## src/rtl/exc_commit_ctrl.sv

```systemverilog
// Trap commit sequencer: picks one trap event from two commit slots plus an interrupt, strobes the CSR file, flushes, then redirects fetch.
// Optional trap counter output is enabled by defining EXC_COMMIT_CNT_EN.
module exc_commit_ctrl #(
    parameter int EXC_W     = 15,
    parameter int FLUSH_CYC = 2
) (
    input  logic             clk,
    input  logic             resetn,
    input  logic             s0_valid,
    input  logic             s0_exc,
    input  logic [EXC_W-1:0] s0_exc_type,
    input  logic             s0_ertn,
    input  logic [31:0]      s0_pc,
    input  logic             s0_badv_valid,
    input  logic [31:0]      s0_badv,
    input  logic             s1_valid,
    input  logic             s1_exc,
    input  logic [EXC_W-1:0] s1_exc_type,
    input  logic             s1_ertn,
    input  logic [31:0]      s1_pc,
    input  logic             s1_badv_valid,
    input  logic [31:0]      s1_badv,
    input  logic             interrupt,
    input  logic [31:0]      csr_pc_out,
    output logic             csr_have_exception,
    output logic             csr_ertn,
    output logic [EXC_W-1:0] csr_exception_type,
    output logic [31:0]      csr_pc_in,
    output logic             csr_badv_we,
    output logic [31:0]      csr_badv_data,
    output logic             commit_stall,
    output logic             flush,
    output logic             redirect_valid,
    output logic [31:0]      redirect_pc,
`ifdef EXC_COMMIT_CNT_EN
    output logic [31:0]      trap_count,
`endif
    input  logic             redirect_ready
);

    typedef enum logic [1:0] {IDLE, TRAP, FLUSH, REDIR} state_t;

    // Cycles still to spend in FLUSH after TRAP's own flush cycle.
    localparam logic [3:0] FLUSH_LOAD = (FLUSH_CYC > 1) ? 4'(FLUSH_CYC - 2) : 4'd0;

    state_t           state_r, state_nxt_s;
    logic [3:0]       cnt_r, cnt_nxt_s;
    logic             have_r, have_nxt_s;
    logic             ertn_r, ertn_nxt_s;
    logic [EXC_W-1:0] type_r, type_nxt_s;
    logic [31:0]      pc_in_r, pc_in_nxt_s;
    logic             badv_we_r, badv_we_nxt_s;
    logic [31:0]      badv_data_r, badv_data_nxt_s;
    logic             stall_r, stall_nxt_s;
    logic             flush_r, flush_nxt_s;
    logic             rvalid_r, rvalid_nxt_s;
    logic [31:0]      rpc_r, rpc_nxt_s;

    logic             ev_s;
    logic             ev_ertn_s;
    logic [EXC_W-1:0] ev_type_s;
    logic [31:0]      ev_pc_s;
    logic             ev_badv_we_s;
    logic [31:0]      ev_badv_s;

    // Strict-priority trap event selection; any slot-0 event masks slot 1.
    always_comb begin
        ev_s         = 1'b0;
        ev_ertn_s    = 1'b0;
        ev_type_s    = '0;
        ev_pc_s      = 32'h0;
        ev_badv_we_s = 1'b0;
        ev_badv_s    = 32'h0;
        if (interrupt && s0_valid) begin
            ev_s    = 1'b1;
            ev_pc_s = s0_pc;
        end else if (interrupt && s1_valid) begin
            ev_s    = 1'b1;
            ev_pc_s = s1_pc;
        end else if (s0_valid && s0_exc) begin
            ev_s         = 1'b1;
            ev_type_s    = s0_exc_type;
            ev_pc_s      = s0_pc;
            ev_badv_we_s = s0_badv_valid;
            ev_badv_s    = s0_badv_valid ? s0_badv : 32'h0;
        end else if (s0_valid && s0_ertn) begin
            ev_s      = 1'b1;
            ev_ertn_s = 1'b1;
            ev_pc_s   = s0_pc;
        end else if (s1_valid && s1_exc) begin
            ev_s         = 1'b1;
            ev_type_s    = s1_exc_type;
            ev_pc_s      = s1_pc;
            ev_badv_we_s = s1_badv_valid;
            ev_badv_s    = s1_badv_valid ? s1_badv : 32'h0;
        end else if (s1_valid && s1_ertn) begin
            ev_s      = 1'b1;
            ev_ertn_s = 1'b1;
            ev_pc_s   = s1_pc;
        end else begin
            ev_s = 1'b0;
        end
    end

    // Next-state logic and next values of every registered output.
    always_comb begin
        state_nxt_s     = state_r;
        cnt_nxt_s       = cnt_r;
        have_nxt_s      = 1'b0;
        ertn_nxt_s      = 1'b0;
        type_nxt_s      = '0;
        pc_in_nxt_s     = 32'h0;
        badv_we_nxt_s   = 1'b0;
        badv_data_nxt_s = 32'h0;
        rpc_nxt_s       = rpc_r;
        case (state_r)
            IDLE: begin
                if (ev_s) begin
                    state_nxt_s     = TRAP;
                    have_nxt_s      = 1'b1;
                    ertn_nxt_s      = ev_ertn_s;
                    type_nxt_s      = ev_type_s;
                    pc_in_nxt_s     = ev_pc_s;
                    badv_we_nxt_s   = ev_badv_we_s;
                    badv_data_nxt_s = ev_badv_s;
                end else begin
                    state_nxt_s = IDLE;
                end
            end
            TRAP: begin
                // CSR target is sampled before the strobe updates ERA/EENTRY.
                rpc_nxt_s = csr_pc_out;
                if (FLUSH_CYC > 1) begin
                    state_nxt_s = FLUSH;
                    cnt_nxt_s   = FLUSH_LOAD;
                end else begin
                    state_nxt_s = REDIR;
                end
            end
            FLUSH: begin
                if (cnt_r == 4'd0) begin
                    state_nxt_s = REDIR;
                end else begin
                    cnt_nxt_s = cnt_r - 4'd1;
                end
            end
            REDIR: begin
                if (redirect_ready) begin
                    state_nxt_s = IDLE;
                end else begin
                    state_nxt_s = REDIR;
                end
            end
            default: begin
                state_nxt_s = IDLE;
            end
        endcase
        flush_nxt_s  = (state_nxt_s == TRAP) || (state_nxt_s == FLUSH);
        stall_nxt_s  = (state_nxt_s != IDLE);
        rvalid_nxt_s = (state_nxt_s == REDIR);
    end

    // State and output registers with synchronous active-low reset.
    always_ff @(posedge clk) begin
        if (!resetn) begin
            state_r     <= IDLE;
            cnt_r       <= 4'd0;
            have_r      <= 1'b0;
            ertn_r      <= 1'b0;
            type_r      <= '0;
            pc_in_r     <= 32'h0;
            badv_we_r   <= 1'b0;
            badv_data_r <= 32'h0;
            stall_r     <= 1'b0;
            flush_r     <= 1'b0;
            rvalid_r    <= 1'b0;
            rpc_r       <= 32'h0;
        end else begin
            state_r     <= state_nxt_s;
            cnt_r       <= cnt_nxt_s;
            have_r      <= have_nxt_s;
            ertn_r      <= ertn_nxt_s;
            type_r      <= type_nxt_s;
            pc_in_r     <= pc_in_nxt_s;
            badv_we_r   <= badv_we_nxt_s;
            badv_data_r <= badv_data_nxt_s;
            stall_r     <= stall_nxt_s;
            flush_r     <= flush_nxt_s;
            rvalid_r    <= rvalid_nxt_s;
            rpc_r       <= rpc_nxt_s;
        end
    end

    assign csr_have_exception = have_r;
    assign csr_ertn           = ertn_r;
    assign csr_exception_type = type_r;
    assign csr_pc_in          = pc_in_r;
    assign csr_badv_we        = badv_we_r;
    assign csr_badv_data      = badv_data_r;
    assign commit_stall       = stall_r;
    assign flush              = flush_r;
    assign redirect_valid     = rvalid_r;
    assign redirect_pc        = rpc_r;

`ifdef EXC_COMMIT_CNT_EN
    logic [31:0] trap_count_r;

    // Count committed exception/interrupt traps; ertn is not counted.
    always_ff @(posedge clk) begin
        if (!resetn) begin
            trap_count_r <= 32'h0;
        end else if (have_r && !ertn_r) begin
            trap_count_r <= trap_count_r + 32'd1;
        end else begin
            trap_count_r <= trap_count_r;
        end
    end

    assign trap_count = trap_count_r;
`endif

endmodule

```

## config.mk

```make
export PLATFORM = sky130hd
export DESIGN_NAME = exc_commit_ctrl
export DESIGN_NICKNAME = d
export VERILOG_FILES = /design/src/rtl/exc_commit_ctrl.sv
export SDC_FILE = /design/constraint.sdc
export NUM_CORES = 1
export LEC_CHECK = 0
export ABC_AREA = 1
export CAP_MARGIN = 5
export CORE_AREA = 3 3 127 117
export CTS_CLUSTER_SIZE = 28
export DETAILED_ROUTE_END_ITERATION = 8
export DIE_AREA = 0 0 130 120
export HOLD_SLACK_MARGIN = 0.08
export PLACE_DENSITY = 0.8
export SYNTH_ARGS = -nofsm -noshare
export SYNTH_HDL_FRONTEND = slang
export SYNTH_SLANG_ARGS = --single-unit
export TNS_END_PERCENT = 5
```

## constraint.sdc

```tcl
create_clock -name clk -period 1.5 [get_ports clk]
set_input_delay 0.225 -clock clk [delete_from_list [all_inputs] [get_ports clk]]
set_output_delay 0.225 -clock clk [all_outputs]
set_load 0.03 [all_outputs]
```

# Word level (Yosys, flattened, before mapping)
# Index checks and enable logic that the tools add are counted.
totals:
  regBits: 123
  in_bits: 202
  output_inout_bits: 117
  elab_cells: 71
classes:
  addsub: 1
  n_eq_ne: 7
  mux: 32
  n_bitwise: 3
  n_reduce_logical: 16
ops:
  columns: ["op", "count"]
  rows:
  - ["$mux W32", 11]
  - ["$mux W15", 3]
  - ["$mux W1", 13]
  - ["$eq A2 B2 Y1 const B", 4]
  - ["$pmux W2 S4", 1]
  - ["$pmux W4 S2", 1]
  - ["$logic_and A1 B1 Y1", 6]
  - ["$reduce_or A6 Y1", 1]
  - ["$reduce_or A5 Y1", 1]
  - ["$eq A2 B1 Y1 const B", 2]
  - ["$logic_not A4 Y1", 1]
  - ["$mux W2", 2]
  - ["$mux W4", 1]
  - ["$reduce_and A2 Y1", 2]
  - ["$reduce_bool A2 Y1", 2]
  - ["$sub A4 B1 Y4 const B", 1]
  - ["$not A1 Y1", 3]
  - ["$reduce_and A3 Y1", 1]
  - ["$logic_not A2 Y1", 1]
  - ["$ne A2 B2 Y1 const B", 1]
  - ["$logic_or A1 B1 Y1", 1]

# Depth between registers and ports, before layout
depth:
  depth_word: 11
  ltp_mapped: 10
  mapped_depth_nobuf: 10

# Worst setup path before layout
# Ideal clock, no wire load.
synth_path:
  path_type: "register to register"
  start: "register cnt_r[0]"
  end: "register flush_r, in the netlist flush"
  setup_time_ps: 109
  t_arrival_ps: 1246
  required_time_ps: 1391
  setup_slack_ps: 145
  stages_incl_launch_ff: 11
  path_buffers: 0
  synth_period_minus_slack_ps: 1355
  path_cell_list: "dfxtp_1 > inv_1 > ha_1 > nand3_1 > nand2_1 > nand2_1 > nand2_1 > inv_1 > ha_1 > nand2_1 > inv_1"
synth_via:
  elab_chain_cells: 5
synth_lines:
  columns: ["element", "line", "source"]
  rows:
  - ["start, declared", "47", "logic [3:0] cnt_r, cnt_nxt_s;"]
  - ["start signal, assigned", "180", "cnt_r <= cnt_nxt_s;"]
  - ["$logic_not A4 Y1 (*)", "141", "if (cnt_r == 4'd0) begin"]
  - ["$mux W2 (*)", "141", null]
  - ["$pmux W2 S4 (*)", "116", "case (state_r)"]
  - ["via state_nxt_s[0]", "46", "state_t state_r, state_nxt_s;"]
  - ["$eq A2 B1 Y1 / $eq A2 B2 Y1 (equally long branches)", "158", "flush_nxt_s = (state_nxt_s == TRAP) || (state_nxt_s == FLUSH);"]
  - ["$logic_or A1 B1 Y1 (*)", "158", null]
  - ["via flush_nxt_s", "55", "logic flush_r, flush_nxt_s;"]
  - ["end signal, assigned", "188", "flush_r <= flush_nxt_s;"]
  - ["end, declared", "55", null]
# Mark *: on every way through the listed nets, which the timed path passes. The rest lies on a longest branch.
# A chain may end at the register's enable or synchronous reset.

# Worst setup path in the final report
layout_path:
  start: "register type_r[0], in the netlist csr_exception_type[0]"
  end: "output csr_exception_type[0]"
layout_rtl:
  columns: ["element", "line", "source"]
  rows:
  - ["start, declared", "50", "logic [EXC_W-1:0] type_r, type_nxt_s;"]
  - ["start signal, assigned", "183", "type_r <= type_nxt_s;"]
  - ["end, declared", "27", "output logic [EXC_W-1:0] csr_exception_type,"]
# No word-level cell between the ends.

==> key figures <==
Outcome
  • Status: finished, final reports clean

STA
  • Final Cycle Share: a little over nine tenths
  • Hold Slack: 386 ps
  • Worst-Margin Slew: 366 ps
  • Final worst path period need: 1420 ps
  • Max Fclk: between 700 and 800 MHz
  • Total negative setup slack: 0 ps
  • Fin. Hold Viols: 0
  • Max-slew violations: 0
  • Finish-stage setup viols: 0
  • Worst Setup Slack, final: 77.0 ps
  • Clock Skew: around 6.5 ps
  • Relative slew margins: roughly three quarters
  • Unrepaired setup endpoints after global routing: true

Pwr
  • Leakage: 4.24 nW
  • Pwr/cell area: 1250 nW/um^2
  • Sequential Power Share: 33.2%
  • Max VDD drop: 769 uV
  • Sw Pwr: roughly 3.2 mW
  • Int Pwr: 7.96 mW
  • Clock power frac: a little over two fifths
  • Combinational power share: 23.7%
  • Tot Pwr: ~11 mW
  • Sw frac: 28.6%

Layout
  • Finished Core Util: between 60% and 70%
  • Most frequent cells in the layout: 201 x clkdlybuf4s50_1, 129 x nor2_1, 123 x dfxtp_1
  • Fin cells: 1175
  • Antenna diodes: 0
  • Layout area overhead: 84.3%
  • Area occupied by multi-input gates: 1940 um^2
  • Share of layout cells above drive strength 1: 8.57%
  • Fillers: between 1000 and 1500
  • Register area: 2460 um^2
  • Design area: 8930 um^2
  • Commonest non-fill, non-tap cell in the layout: clkdlybuf4s50_1
  • Layout Nets: 1195

Worst setup path
  • Critical path startpoint category: flop
  • Worst r2r path cells: 10
  • Slowest CP cell: clkdlybuf4s15_1
  • CP Cell Sequence: clkdlybuf4s15_1
  • Critical path type: reg -> out
  • Crit path required time: around 1300 ps
  • Crit path max-delay family: buffers and inverters
  • Crit path max fanout: 1
  • R2R Setup Slk: ~100 ps
  • Reg2reg start: cnt_r[1]$_SDFFE_PN0P_
  • Buf/Inv on CP: 1
  • Crit Reg-Reg Endpoint: flush$_SDFF_PN0_
  • CP arrival: 1200 ps
  • Critical path endpoint category: output pin
  • CP max stage delay: 400 ps

Placement
  • Setup WS pre-CTS: -366 ps
  • HPWL after DPL: 12900 um
  • Routability cong.: 0.866
  • IO Port Bufs: about 320
  • DP Area: around 8400 um^2
  • Dpl cells: around 1100

Floorplanning
  • Die W: 130 um
  • Cell row count: 41
  • Initial Utilization: between 30% and 40%
  • I/O pin cnt: 319
  • Core area: 13800 um^2
  • Die extent in y: 120 um
  • Area of the die: around 16000 um^2

Clock tree
  • H-tree depth: 4
  • Clock Sinks: 123
  • Clock slew seen by the registers of the worst setup and hold paths: 60 ps
  • TritonCTS Buffers: 17
  • CTS tree: built
  • Root Driver: clkbuf_16
  • Longest Clk Path Bufs: 2
  • Setup Fix Bufs, Post-CTS: 0
  • Insertion delay to the later sink of the worst-skew pair: roughly 400 ps
  • Hold_buf cts: 0

Global route
  • Initial antenna violation count: 1
  • Pin count of the biggest net entering global routing: 37
  • First-pass GRT wire length: approximately 26000 um
  • Vias in the first global route: 5220
  • Global Route Usage Sum: 21.4%
  • Congestion Overflow GR: 0

Detailed routing
  • Routed WL per cell: 14.9 um
  • Starting DRT DRC Count: 248
  • Vias per cell: 4.69
  • Antenna-violating nets left: 0
  • Drt total wl: 17500 um
  • DR DRC count: 0
  • Vias: ~5500
  • DRT Pass-1 Iters: 5

Synthesis
  • Cell variety after synth: 17
  • Mapped Nets: 868
  • Avg Inst Size Synth: 7.31 um^2
  • Synth Warn #: 0
  • Post-synth top area share: 50.8%
  • #FFs+latches synth: 123
  • Seq/Total Area, Yosys: 50.8%
  • Synth Cell Area: 4840 um^2
  • Top cells by area, synth: dfxtp_1 51%, nor2_1 10%, nand3_1 7.1%
  • Synth area leader: dfxtp_1
  • Mapped Cells: 663

Hold path
  • Worst hold start: s0_pc[30]
  • Worst min path class: in -> reg
  • Hold path cells: 3
  • Worst Hold Path EP: csr_pc_in[30]$_SDFF_PN0_

Flow run
  • Max-cap violations: 0
-- worst max path at each step --
stage / slack, ps / endpoint / cells after the start / start
5_1_grt: -20 / flush$_SDFF_PN0_ / 10 / cnt_r[0]$_SDFFE_PN0P_
4_1_cts: 30 / csr_exception_type[0] / 1 / csr_exception_type[0]$_SDFF_PP0_
3_3_place_gp: -320 / csr_exception_type[0]$_SDFF_PP0_ / 7 / s0_valid
2_1_floorplan: 140 / flush$_SDFF_PN0_ / 10 / cnt_r[0]$_SDFFE_PN0P_
6_report: 80 / csr_exception_type[0] / 1 / csr_exception_type[0]$_SDFF_PP0_
3_5_place_dp: -370 / csr_exception_type[1]$_SDFF_PP0_ / 7 / s0_valid
-- power by group through the flow --
| stage | sequential [mW] | combinational [mW] | clock, mW |
|---|---|---|---|
| floorplan | 4.39 | 0.764 | 0 |
| global placement | 3.77 | 2.83 | 0 |
| detailed placement | 3.78 | 2.85 | 0 |
| CTS | 3.70 | 2.66 | 4.89 |
| global route | 3.73 | 2.86 | 5.04 |
| finish | 3.70 | 2.65 | 4.81 |
-- cell usage after synthesis --
master and number:
nor2_4 1, nand3_2 1, nand2_2 3, clkbuf_1 20
nor2_2 13, inv_2 1, dfxtp_1 123, nand3_1 69
buf_2 19, nand2_1 89, clkinv_1 1, o21ai_0 68
inv_1 68, buf_6 2, ha_1 3, a21oi_1 51
nor2_1 131
-- state kept, by name (all words and copies together) (netlist names), 2 cells and up --
register,cells
cnt_r,4
csr_badv_data,32
csr_exception_type,15
csr_pc_in,32
redirect_pc,32
state_r,2
-- logic make-up (layout without fill, tap and decap cells) --
logic type	count (synthesis)	count (layout)	synth area share (%)
compound gates	119	119	12.3
fa+ha+maj	3	3	0.775
buf+inv	111	451	9.40
flops	123	123	50.8
simple gates	307	307	26.7
-- worst register-to-register path: stages, from the launching register on --
cell and delay, ps:
dfxtp_1 320, inv_1 60, ha_2 190, nand3_2 90, nand2_1 70, nand2_1 70
nand2_1 90, inv_1 50, ha_1 280, nand2_1 60, inv_1 40
-- final cells by class --
type / instances / area share [%]
clock inverter: 12 / 2.59
sequential: 123 / 27.6
tap: 172 / 2.41
timing repair buffer: 349 / 37.5
clock buffer: 20 / 5.23
inverter: 70 / 2.94
multi-input combinational: 429 / 21.8
-- timing repair --
| item | in CTS | in global routing |
|---|---|---|
| resized for setup | 117 | 5 |
| setup endpoints to repair | 117 | 17 |
| pin swaps | 0 | 1 |
-- per-layer routing --
layer / track usage, % / part of all wire, %
met3: 9.52 / 10
met2: 36.7 / 48
met4: 8.77 / 2.9
met1: 22.7 / 39
met5: 0 / 0.074
(Power assumes the default switching activity.)
